--- src/rtl/shift_pkg.sv ---
// Shared definitions for the execute-stage barrel shifter.
//   DIR_LEFT / DIR_RIGHT          : encodings of the dir input
//   SHIFT_LOGICAL / SHIFT_ARITH   : encodings of the shift_type input
//   DEFAULT_WIDTH                 : operand width used when the top is not overridden
package shift_pkg;

  localparam logic DIR_LEFT      = 1'b0;
  localparam logic DIR_RIGHT     = 1'b1;

  localparam logic SHIFT_LOGICAL = 1'b0;
  localparam logic SHIFT_ARITH   = 1'b1;

  localparam int   DEFAULT_WIDTH = 32;

endpackage : shift_pkg

--- src/rtl/shift_stage.sv ---
// One stage of the right-shift mux network.
// When en is set the word moves right by DIST bits and the vacated MSBs take
// the fill bit; otherwise the word passes through unchanged.
//   data   in  WIDTH  word entering this stage
//   en     in  1      shift enable (the matching shamt bit)
//   fill   in  1      value shifted into the vacated MSBs
//   result out WIDTH  word leaving this stage
module shift_stage #(
  parameter int WIDTH = 32,
  parameter int DIST  = 1
) (
  input  logic [WIDTH-1:0] data,
  input  logic             en,
  input  logic             fill,
  output logic [WIDTH-1:0] result
);

  assign result = en ? {{DIST{fill}}, data[WIDTH-1:DIST]} : data;

endmodule : shift_stage

--- src/rtl/barrel_shifter.sv ---
// 32-bit barrel shifter for the execute stage shift instructions.
// A log2(WIDTH)-stage right-shift network serves all three operations: left
// shifts reverse the operand on the way in and the result on the way out, so
// the same network (with fill 0) produces a << shamt. The result is registered,
// giving one cycle of latency into the ALU result mux.
//   clk        in  1        rising-edge clock
//   rst        in  1        synchronous, active-high reset; clears out
//   shamt      in  SHAMT_W  shift amount, 0..WIDTH-1
//   a          in  WIDTH    operand
//   shift_type in  1        SHIFT_LOGICAL / SHIFT_ARITH (right shifts only);
//                           named shift_type because 'type' is a reserved word
//   dir        in  1        DIR_LEFT / DIR_RIGHT
//   out        out WIDTH    registered shift result
module barrel_shifter
  import shift_pkg::*;
#(
  parameter int WIDTH   = DEFAULT_WIDTH,
  parameter int SHAMT_W = $clog2(WIDTH)
) (
  input  logic               clk,
  input  logic               rst,
  input  logic [SHAMT_W-1:0] shamt,
  input  logic [WIDTH-1:0]   a,
  input  logic               shift_type,
  input  logic               dir,
  output logic [WIDTH-1:0]   out
);

  logic             is_left;
  logic             fill;
  logic [WIDTH-1:0] a_rev;
  logic [WIDTH-1:0] core_out_rev;
  logic [WIDTH-1:0] result;

  // stage_data[k] feeds stage k; stage_data[SHAMT_W] is the network output.
  logic [WIDTH-1:0] stage_data [SHAMT_W+1];

  assign is_left = (dir == DIR_LEFT);

  // Only a right arithmetic shift drags the sign bit in; left shifts and
  // logical right shifts always fill with zero.
  assign fill = (dir == DIR_RIGHT) && (shift_type == SHIFT_ARITH) && a[WIDTH-1];

  // NOTE: every bit of a combinational output is assigned on every pass through
  // the block, so no storage (latch) is inferred.
  always_comb begin
    a_rev        = '0;
    core_out_rev = '0;
    for (int i = 0; i < WIDTH; i++) begin
      a_rev[i]        = a[WIDTH-1-i];
      core_out_rev[i] = stage_data[SHAMT_W][WIDTH-1-i];
    end
  end

  assign stage_data[0] = is_left ? a_rev : a;

  for (genvar k = 0; k < SHAMT_W; k++) begin : g_stage
    shift_stage #(
      .WIDTH (WIDTH),
      .DIST  (2**k)
    ) u_stage (
      .data   (stage_data[k]),
      .en     (shamt[k]),
      .fill   (fill),
      .result (stage_data[k+1])
    );
  end

  assign result = is_left ? core_out_rev : stage_data[SHAMT_W];

  // NOTE: registers are written with non-blocking assignments so every flop
  // samples its inputs as they were before the edge.
  always_ff @(posedge clk) begin
    if (rst) out <= '0;
    else     out <= result;
  end

endmodule : barrel_shifter

--- config.mk ---
export PLATFORM = sky130hd
export DESIGN_NAME = barrel_shifter
export DESIGN_NICKNAME = d
export VERILOG_FILES = /design/src/rtl/shift_pkg.sv /design/src/rtl/shift_stage.sv /design/src/rtl/barrel_shifter.sv
export SDC_FILE = /design/constraint.sdc
export NUM_CORES = 1
export LEC_CHECK = 0
export CORE_UTILIZATION = 33
export CTS_CLUSTER_SIZE = 25
export DETAILED_ROUTE_END_ITERATION = 8
export PLACE_DENSITY = 0.61
export SLEW_MARGIN = 20
export SYNTH_ARGS = -nofsm -noshare
export SYNTH_HDL_FRONTEND = slang
export SYNTH_HIERARCHICAL = 1
export SYNTH_SLANG_ARGS = --single-unit
--- constraint.sdc ---
create_clock -name clk -period 3.62 [get_ports clk]
set_clock_uncertainty 0.05 [all_clocks]
set_input_delay 0.543 -clock clk [delete_from_list [all_inputs] [get_ports clk]]
set_output_delay 0.543 -clock clk [all_outputs]
set_load 0.05 [all_outputs]
* After elaboration in Yosys (flattened, before gate mapping) *
Index checks and enable logic that the tools add are counted.

storage, ports and cells
  output and inout port bits = 32
  register bits after elaboration = 32
  input port bits = 41

operators by class
  reduce and logical (&&, ||, !) cells = 2
  muxes and demuxes = 7

operators by type and width
  operator            number
  32-bit two-way mux  7
  1-bit logical AND   2

* Longest topological paths before layout *
Gate-level depths: netlist (run 1).

  depth in word-level cells = 8
  depth in mapped cells = 10

* Cells and area by module *
The synthesis (run 1) kept the hierarchy.

by module, submodules not included
  module                                cells an instance  instances  area each (um^2)
  shift_stage (g_stage[0].u_stage ...)  36                 4          544.3
  barrel_shifter                        139                1          1595.3
  shift_stage (g_stage[4].u_stage)      37                 1          549.3

* Worst setup path after synthesis (run 1) *
OpenSTA, ideal clock, no wires.

  path kind = input -> register
  start = in dir
  end = reg out[25]
  arrival = 2.648 ns
  library setup time = 0.128 ns
  stages = 10
  path slack = 0.795 ns
  cell sequence = buf_6 > buf_6 > and3_1 > mux2_2 > mux2_2 > mux2_4 > mux2_4 > mux2_4 > mux2i_1 > nor2_1

RTL lines
  what                  line                  text
  start, declared       barrel_shifter.sv:25  input logic dir,
  end signal, assigned  barrel_shifter.sv:75  else out <= result;
  end, declared         barrel_shifter.sv:26  output logic [WIDTH-1:0] out

==> results of run 1 <==
## final cells by class
class                           instances  area [sq um]  share of cell area [%]
Multi-Input combinational cell        257          3236                   64.34
Timing Repair Buffer                   80         773.2                   15.38
Sequential cell                        32         640.6                   12.74
Tap cell                              172         215.2                   4.280
Clock buffer                            6         128.9                   2.563
Clock inverter                          2         35.03                  0.6967
## Yosys cell counts
library cell	number	area [sq um]
sky130_fd_sc_hd__buf_12	15	300.3
sky130_fd_sc_hd__buf_2	2	10.01
sky130_fd_sc_hd__buf_6	11	123.9
sky130_fd_sc_hd__mux2i_1	32	320.3
sky130_fd_sc_hd__nor2_1	32	120.1
sky130_fd_sc_hd__mux2_4	167	2507
sky130_fd_sc_hd__and3_1	1	6.260
sky130_fd_sc_hd__clkbuf_1	3	11.26
sky130_fd_sc_hd__dfxtp_1	32	640.6
sky130_fd_sc_hd__mux2_2	25	281.5
## metrics by stage
step           power [mW]  utilization (%)  cell area (sq um)  setup WS [ns]
2_1_floorplan       1.150                -               4322         0.7949
3_3_place_gp        1.314            38.43               4870         0.4002
3_5_place_dp        1.321            38.43               4870         0.3607
4_1_cts             1.783            39.73               5034         0.6411
5_1_grt             1.844            39.69               5029         0.5906
6_report            1.762            39.69               5029         0.6840
## per-layer routing
| metal | up-vias | global-route usage (%) |
|---|---|---|
| met5 | - | 0 |
| met4 | 0 | 2.906 |
| met3 | 8 | 1.194 |
| met2 | 58 | 20.79 |
| met1 | 1137 | 14.43 |
| li1 | 1269 | - |
## path summary, 6_finish.rpt
kind	from	endpoint	slack, ns	cells past startpoint
hold / removal	rst	out[1]	0.69	2
setup / recovery	dir	out[29]	0.68	9
## worst max-delay path, cell delays in order
cell                      delay (ns)
sky130_fd_sc_hd__buf_4          0.40
sky130_fd_sc_hd__mux2_2         0.42
sky130_fd_sc_hd__mux2_2         0.28
sky130_fd_sc_hd__mux2_2         0.28
sky130_fd_sc_hd__mux2_2         0.28
sky130_fd_sc_hd__mux2_2         0.28
sky130_fd_sc_hd__mux2_2         0.27
sky130_fd_sc_hd__mux2i_1        0.20
sky130_fd_sc_hd__nor2_1         0.07
## placed cells by master, fill, tap and decap left out
master / count
sky130_fd_sc_hd__mux2_2: 25
sky130_fd_sc_hd__buf_12: 2
sky130_fd_sc_hd__clkbuf_1: 1
sky130_fd_sc_hd__mux2i_1: 32
sky130_fd_sc_hd__buf_2: 6
sky130_fd_sc_hd__bufinv_16: 1
sky130_fd_sc_hd__nor2_1: 32
sky130_fd_sc_hd__and3_1: 1
sky130_fd_sc_hd__buf_4: 7
sky130_fd_sc_hd__dfxtp_1: 32
sky130_fd_sc_hd__clkbuf_16: 5
sky130_fd_sc_hd__clkdlybuf4s50_1: 65
sky130_fd_sc_hd__clkinv_2: 1
sky130_fd_sc_hd__mux2_4: 167
## cells by family after synthesis
group / count (synthesis)
flip-flops: 32
buffers and inverters: 31
multiplexers: 224
AND/OR/NAND/NOR: 33
## where the power goes
group          switching [mW]  total, mW  internal [mW]
Sequential            0.00973      0.399          0.390
Combinational           0.397      0.903          0.506
Clock                   0.137      0.460          0.322
==> impl_summary.md, run 1 <==
Floorplan
The effective utilization at floorplan is roughly a third. The width of the chip is ~120 um. In this run the core area contains about 40 standard-cell rows. In this run the standard cell core region covers about 13000 sq um. The floorplan step set the die height to 116.4 um. between 70 and 80 I/O pins were placed.

The overall die area is 13560 sq um.

Power
The leakage power is approximately 2.4 nW. In this run the power density over the cells is 350.4 nW/um^2. The worst vdd rail ir drop is about 0.19 mV.

Cells and area
The antenna cell count is 0. For this run, the post-layout net count is roughly 420. In the final layout, the registers with the most flip-flops are out x32. The finished layout holds approximately 550 standard cells, fillers aside. Compared with the post-synthesis result, the final layout area differs by 16.36%.

Ranked by flip-flop count, first place goes to out. The number of flip-flops under the largest register name is 32. The number of filler cells placed in the layout is 1239. Cells with a size suffix above 1 make up approximately 57% of the layout.

Drt
Using the TritonRoute via totals, the vias-per-cell ratio works out to 4.503. Summed over all layers, the routed wires come to 7.918 mm. Once detail routing completed, the nets flagged for antenna violations numbered 0. The met1 routed wirelength after detailed routing is about 3.8 mm. The detailed router used layers up to and including met4. Dividing the detail-routed wire length by the instance count gives between 10 and 15 um. The number of detailed-routing iterations run before antenna repair is 4. The length of routed met3 wiring is roughly 280 um. The detailed route wirelength on metal2 is 3.776 mm.

The detailed-route via count is between 2000 and 2500. The number of DRC markers in iteration 0 is 91. In the routed design, unresolved DRC markers number 0.

Logic synthesis
The sequential share of the synthesized area is 14.82%. The arithmetic-cell share of the synthesized area counting full adders, half adders and majority gates is 0%. The parity-gate share of the synthesized area counting xor and xnor cells is 0%. Summing the areas of all and, or, nand and nor instances in the mapped netlist gives 2.924% of the synthesized area. The compound-gate portion of the synthesized area is 0%. The mux share of post-synthesis cell area is between 70 and 80%. By area, the combinational part of the netlist is dominated by multiplexers. After synthesis the netlist holds a flip-flop and latch count of 32. The number of nets produced by synthesis is 361. The count of unique library cells instantiated by Yosys is 10. The total of warnings raised by yosys is 6. In the synthesized netlist, the number of instances is 320. The synthesized cell area is roughly 4300 sq um.

The average footprint of a synthesized cell is about 14 sq um.

Setup path
The critical path is of the in2reg type. The worst endpoint required time is between 3 and 4 ns. The maximum fanout encountered on the critical timing path is 34. The startpoint class of the critical path is an input port.

The critical path arrival is between 3 and 4 ns. The kind of capture point of the worst setup path is a register.

Global routing
The overall global routing resource usage is roughly 11%. The number of antenna violations at the first check in global routing came to 0. Entering global routing, the biggest net connects 35 pins. The via count of the first global-routing pass is 2513. The first-pass GRT wire length is 12.41 mm. The total congestion overflow is 0.

Run status
The flow ran to the end, and the final reports show no timing, DRC or antenna violations.

Place
The number of buffers inserted by port buffering is 72. The wire-length estimate of the detail-placed layout is 6.554 mm. The congestion estimate from routability-driven global placement came to about 0.8. The placed instance count is approximately 540.

Clock tree
The hold buffer count at cts is 0. Clock tree synthesis selected as its root buffer the cell sky130_fd_sc_hd__clkbuf_16. The number of cells upsized or downsized after cts is 0. In this run the deepest clock path goes through 2 buffers. The TritonCTS clock tree is yes.

Clock-pin slew was measured on the worst setup and hold paths at approximately 0.05 ns. Clock tree synthesis inserted a total of 5 buffers. The depth of the CTS H-tree is 2. After clock tree synthesis, the setup repair step added 0 buffers.

The CTS sink count is 32.

Run
The number of max-cap violations is 0.

Timing
The pin slew with the least headroom to its limit is between 0.9 and 1 ns. The final hold violation count came to 0. The number of pins exceeding their max-slew limit in the final report is 0.

The final-layout setup total negative slack is 0 ns. On the final layout, the worst hold slack is roughly 0.7 ns. The relative slew slack is between 30% and 40%. The final clock period utilization by the worst path is between 80 and 90%.

For this run, the top clock speed supported by timing is 340.6 MHz. Setup repair after global routing left no endpoint under its margin. The clock period could shrink to ~2.9 ns.

The total setup violations reported at the end of the flow is 0.

Worst hold path
The worst hold-check path type is in2reg.
No activity file was read; power rests on OpenSTA's default activity.
==> inputs of run 2 (changes only) <==
Settings changed: PLACE_DENSITY 0.61 to 0.63.
Clock period 3.62 ns to 2.52 ns, I/O delays scaled along.
==> run 2 against run 1 <==
Global-route usage increased by 0.20 points; critical path depth unchanged; sequential cell count unchanged; worst setup slack worse by 0.63 ns; non-clock buffer count is 6 higher; clock power is 27% higher; cell count rose by 1.1%; highest routed layer unchanged; largest power group unchanged; clock-buffer cell count unchanged.
==> impl_summary.md, run 2 (synthesized netlist as in run 1, its figures left out) <==
Floorplan
The overall die area came to 13560 sq um (unchanged). The effective utilization at floorplan is 34.11% (unchanged). The area of the placeable core came to 12670 sq um (unchanged). The vertical die dimension is 116.4 um (unchanged).

The total number of placement rows came to 41 (unchanged). The top-level I/O count is 73 (unchanged). The width of the chip came to 116.4 um (unchanged).

Power
The switching part of the total power is 31.98% (was 30.87%). The power dissipated by switching net loads came to 0.7920 mW (was 0.5440 mW). The portion of total power attributed to the clock network came to 23.6% (was 26.1%). The part of the power in combinational logic came to 53.3% (was 51.2%). The worst vdd rail ir drop is 0.2832 mV (was 0.1931 mV). The total power after layout is 2.477 mW (was 1.762 mW). The leakage power is 2.526 nW (was 2.396 nW).

The power density over the cells is 480.7 nW/um^2 (was 350.4 nW/um^2). The sequential group share of total power is 23.1% (was 22.7%). The internal power consumption was 1.685 mW (was 1.218 mW).

Global routing
The total congestion overflow is 0 (unchanged). The largest net degree at the start of global routing was 35 (unchanged). The overall global routing resource usage was 11.69% (was 11.48%).

The first-pass GRT wire length came to 12.55 mm (was 12.41 mm). The number of antenna violations at the first check in global routing is 0 (unchanged). The via count of the first global-routing pass is 2542 (was 2513).

Cells and area
The footprint of the multi-input gates is 3291 sq um (was 3236 sq um). The number of filler cells placed in the layout is 1231 (was 1239). The final design instance area without fill is 5152 sq um (was 5029 sq um). The final core utilization is 40.66% (was 39.69%). The register containing the most flip-flops in the final layout is out (unchanged). The number of flip-flops under the largest register name is 32 (unchanged). The antenna cell count is 0 (unchanged). Top library cells by usage in the layout, fill and taps aside: 177 x sky130_fd_sc_hd__mux2_4, 33 x sky130_fd_sc_hd__dlygate4sd2_1, 33 x sky130_fd_sc_hd__clkdlybuf4s50_1, 32 x sky130_fd_sc_hd__nor2_1, 32 x sky130_fd_sc_hd__dfxtp_1 (was 167 x sky130_fd_sc_hd__mux2_4, 65 x sky130_fd_sc_hd__clkdlybuf4s50_1, 32 x sky130_fd_sc_hd__mux2i_1, 32 x sky130_fd_sc_hd__nor2_1, 32 x sky130_fd_sc_hd__dfxtp_1). The most common library cell in the layout ignoring fill and taps is sky130_fd_sc_hd__mux2_4 (unchanged). The post-route non-filler standard cell count is 555 (was 549).

The proportion of layout cells with a drive suffix above 1 is 58.22% (was 56.76%). The number of nets in the final layout is 423 (was 417). The sequential cell area in the final layout is 640.6 sq um (unchanged). The synthesis-to-layout area growth is 19.22% (was 16.36%).

Largest registers in the final layout: out x32 (unchanged).

Clock tree
The deepest clock path buffer count is 2 (unchanged). The hold buffer count at cts was 0 (unchanged). The CTS sink count was 32 (unchanged). The library cell used as clock root buffer is sky130_fd_sc_hd__clkbuf_16 (unchanged). The depth of the CTS H-tree is 2 (unchanged). The TritonCTS clock tree is yes (unchanged). The clock slew seen by the registers of the worst setup and hold paths is 0.05 ns (about the same). The number of CTS-inserted buffers is 5 (unchanged).

Setup path
The most prevalent standard cell on the critical path is sky130_fd_sc_hd__mux2_4 (was sky130_fd_sc_hd__mux2_2). The maximum fanout encountered on the critical timing path was 2 (was 34). The count of buffer and inverter cells on the critical path is 1 (unchanged). The worst endpoint required time was 2.61 ns (was 3.71 ns).

The startpoint class of the critical path is an input port (unchanged). The library cell contributing the largest single delay on the critical path is sky130_fd_sc_hd__mux2_4 (was sky130_fd_sc_hd__mux2_2). The critical path arrival is 2.56 ns (was 3.03 ns).

The category of the most critical setup path is in2reg (unchanged). Ordered cell list for the critical path: dlygate4sd2_1, mux2_4, mux2_4, mux2_4, mux2_4, mux2_4, mux2_4, mux2i_1, nor2_1 (was buf_4, mux2_2, mux2_2, mux2_2, mux2_2, mux2_2, mux2_2, mux2i_1, nor2_1). The largest stage delay on the critical path came to 0.29 ns (was 0.42 ns). The largest delay contributor family on the critical path was multiplexers (unchanged). The kind of capture point of the worst setup path is a register (unchanged).

Run
The number of max-cap violations is 0 (unchanged).

Timing
The fmax is about 410 MHz. The worst setup margin was 0.05428 ns (was 0.6840 ns). The final clock period utilization by the worst path is 97.85%. The final-layout setup total negative slack came to 0 ns (unchanged). The relative slew slack came to 63.78% (was 35.83%). Unrepaired setup endpoints after global routing: false (unchanged).

The pin slew with the least headroom to its limit is 0.5433 ns (was 0.9626 ns). The clock period could shrink to around 2.5 ns. The final hold violation count is 0 (unchanged). The total setup violations reported at the end of the flow is 0 (unchanged). The smallest hold slack came to 0.6654 ns (was 0.6861 ns). The number of pins exceeding their max-slew limit in the final report is 0 (unchanged).

Drt
The via-per-instance ratio was 4.521 (was 4.503). The detailed-route DRC error count is 0 (unchanged). The antenna violation net count after detailed routing is 0 (unchanged). The number of detailed-routing iterations run before antenna repair is 4 (unchanged). The topmost layer with routed signal wires is met4 (unchanged). The length of routed met3 wiring was 260 um (was 275 um).

The number of DRC markers in iteration 0 is 77 (was 91). The met1 routed wirelength after detailed routing is 3.879 mm (was 3.782 mm). The detailed-route via count is 2509 (was 2472). The detailed route wirelength on metal2 is 3.875 mm (was 3.776 mm).

The final wirelength came to 8.082 mm (was 7.918 mm). The average wire per standard cell is 14.56 um (was 14.42 um).

Place
The final estimated routing congestion in global placement is 0.7854 (was 0.7934). The number of buffers inserted by port buffering is 72 (unchanged). The placed instance count is 546 (was 541). The total cell area at the placement stage came to 4946 sq um (was 4870 sq um). The post-placement worst setup slack was -0.5378 ns (was 0.3607 ns).

Worst hold path
The worst hold-check path type is in2reg (unchanged).

Run status
Result of the run: finished clean (unchanged).
run 2: tightest hold or removal path: stages:
cell and delay (ns):
sky130_fd_sc_hd__buf_2 0.20, sky130_fd_sc_hd__mux2_4 0.24, sky130_fd_sc_hd__mux2i_1 0.06, sky130_fd_sc_hd__nor2_1 0.07
run 2: what timing repair did:
| item | in CTS | in global routing |
|---|---|---|
| resized for setup | 48 | 2 |
| setup endpoints to repair | 32 | 18 |
| setup buffers | 0 | 0 |
| pin swaps | 3 | 0 |
| gates cloned | 0 | 1 |
run 2: path summary, 6_finish.rpt:
path / slack (ns) / cells past startpoint / from / end
hold / removal: 0.67 / 4 / shamt[4] / out[8]
setup / recovery: 0.05 / 9 / a[10] / out[17]
run 2: final cells by class:
| cell class | instances | area share (%) |
|---|---|---|
| multi-input combinational | 257 | 63.87 |
| timing repair buffer | 86 | 16.63 |
| sequential | 32 | 12.43 |
| tap | 172 | 4.177 |
| clock buffer | 6 | 2.695 |
| clock inverter | 2 | 0.1943 |
run 2: per-layer routing:
layer,track usage (%),up-vias
li1,-,1286
met1,14.60,1159
met2,21.30,58
met3,1.401,6
met4,2.564,0
met5,0,-
run 2: power by group through the flow:
stage | Combinational [mW] | Sequential, mW | Clock [mW]
finish | 1.32 | 0.572 | 0.583
global route | 1.40 | 0.578 | 0.623
CTS | 1.32 | 0.574 | 0.596
detailed placement | 1.32 | 0.584 | 0
global placement | 1.31 | 0.584 | 0
floorplan | 0.888 | 0.769 | 0
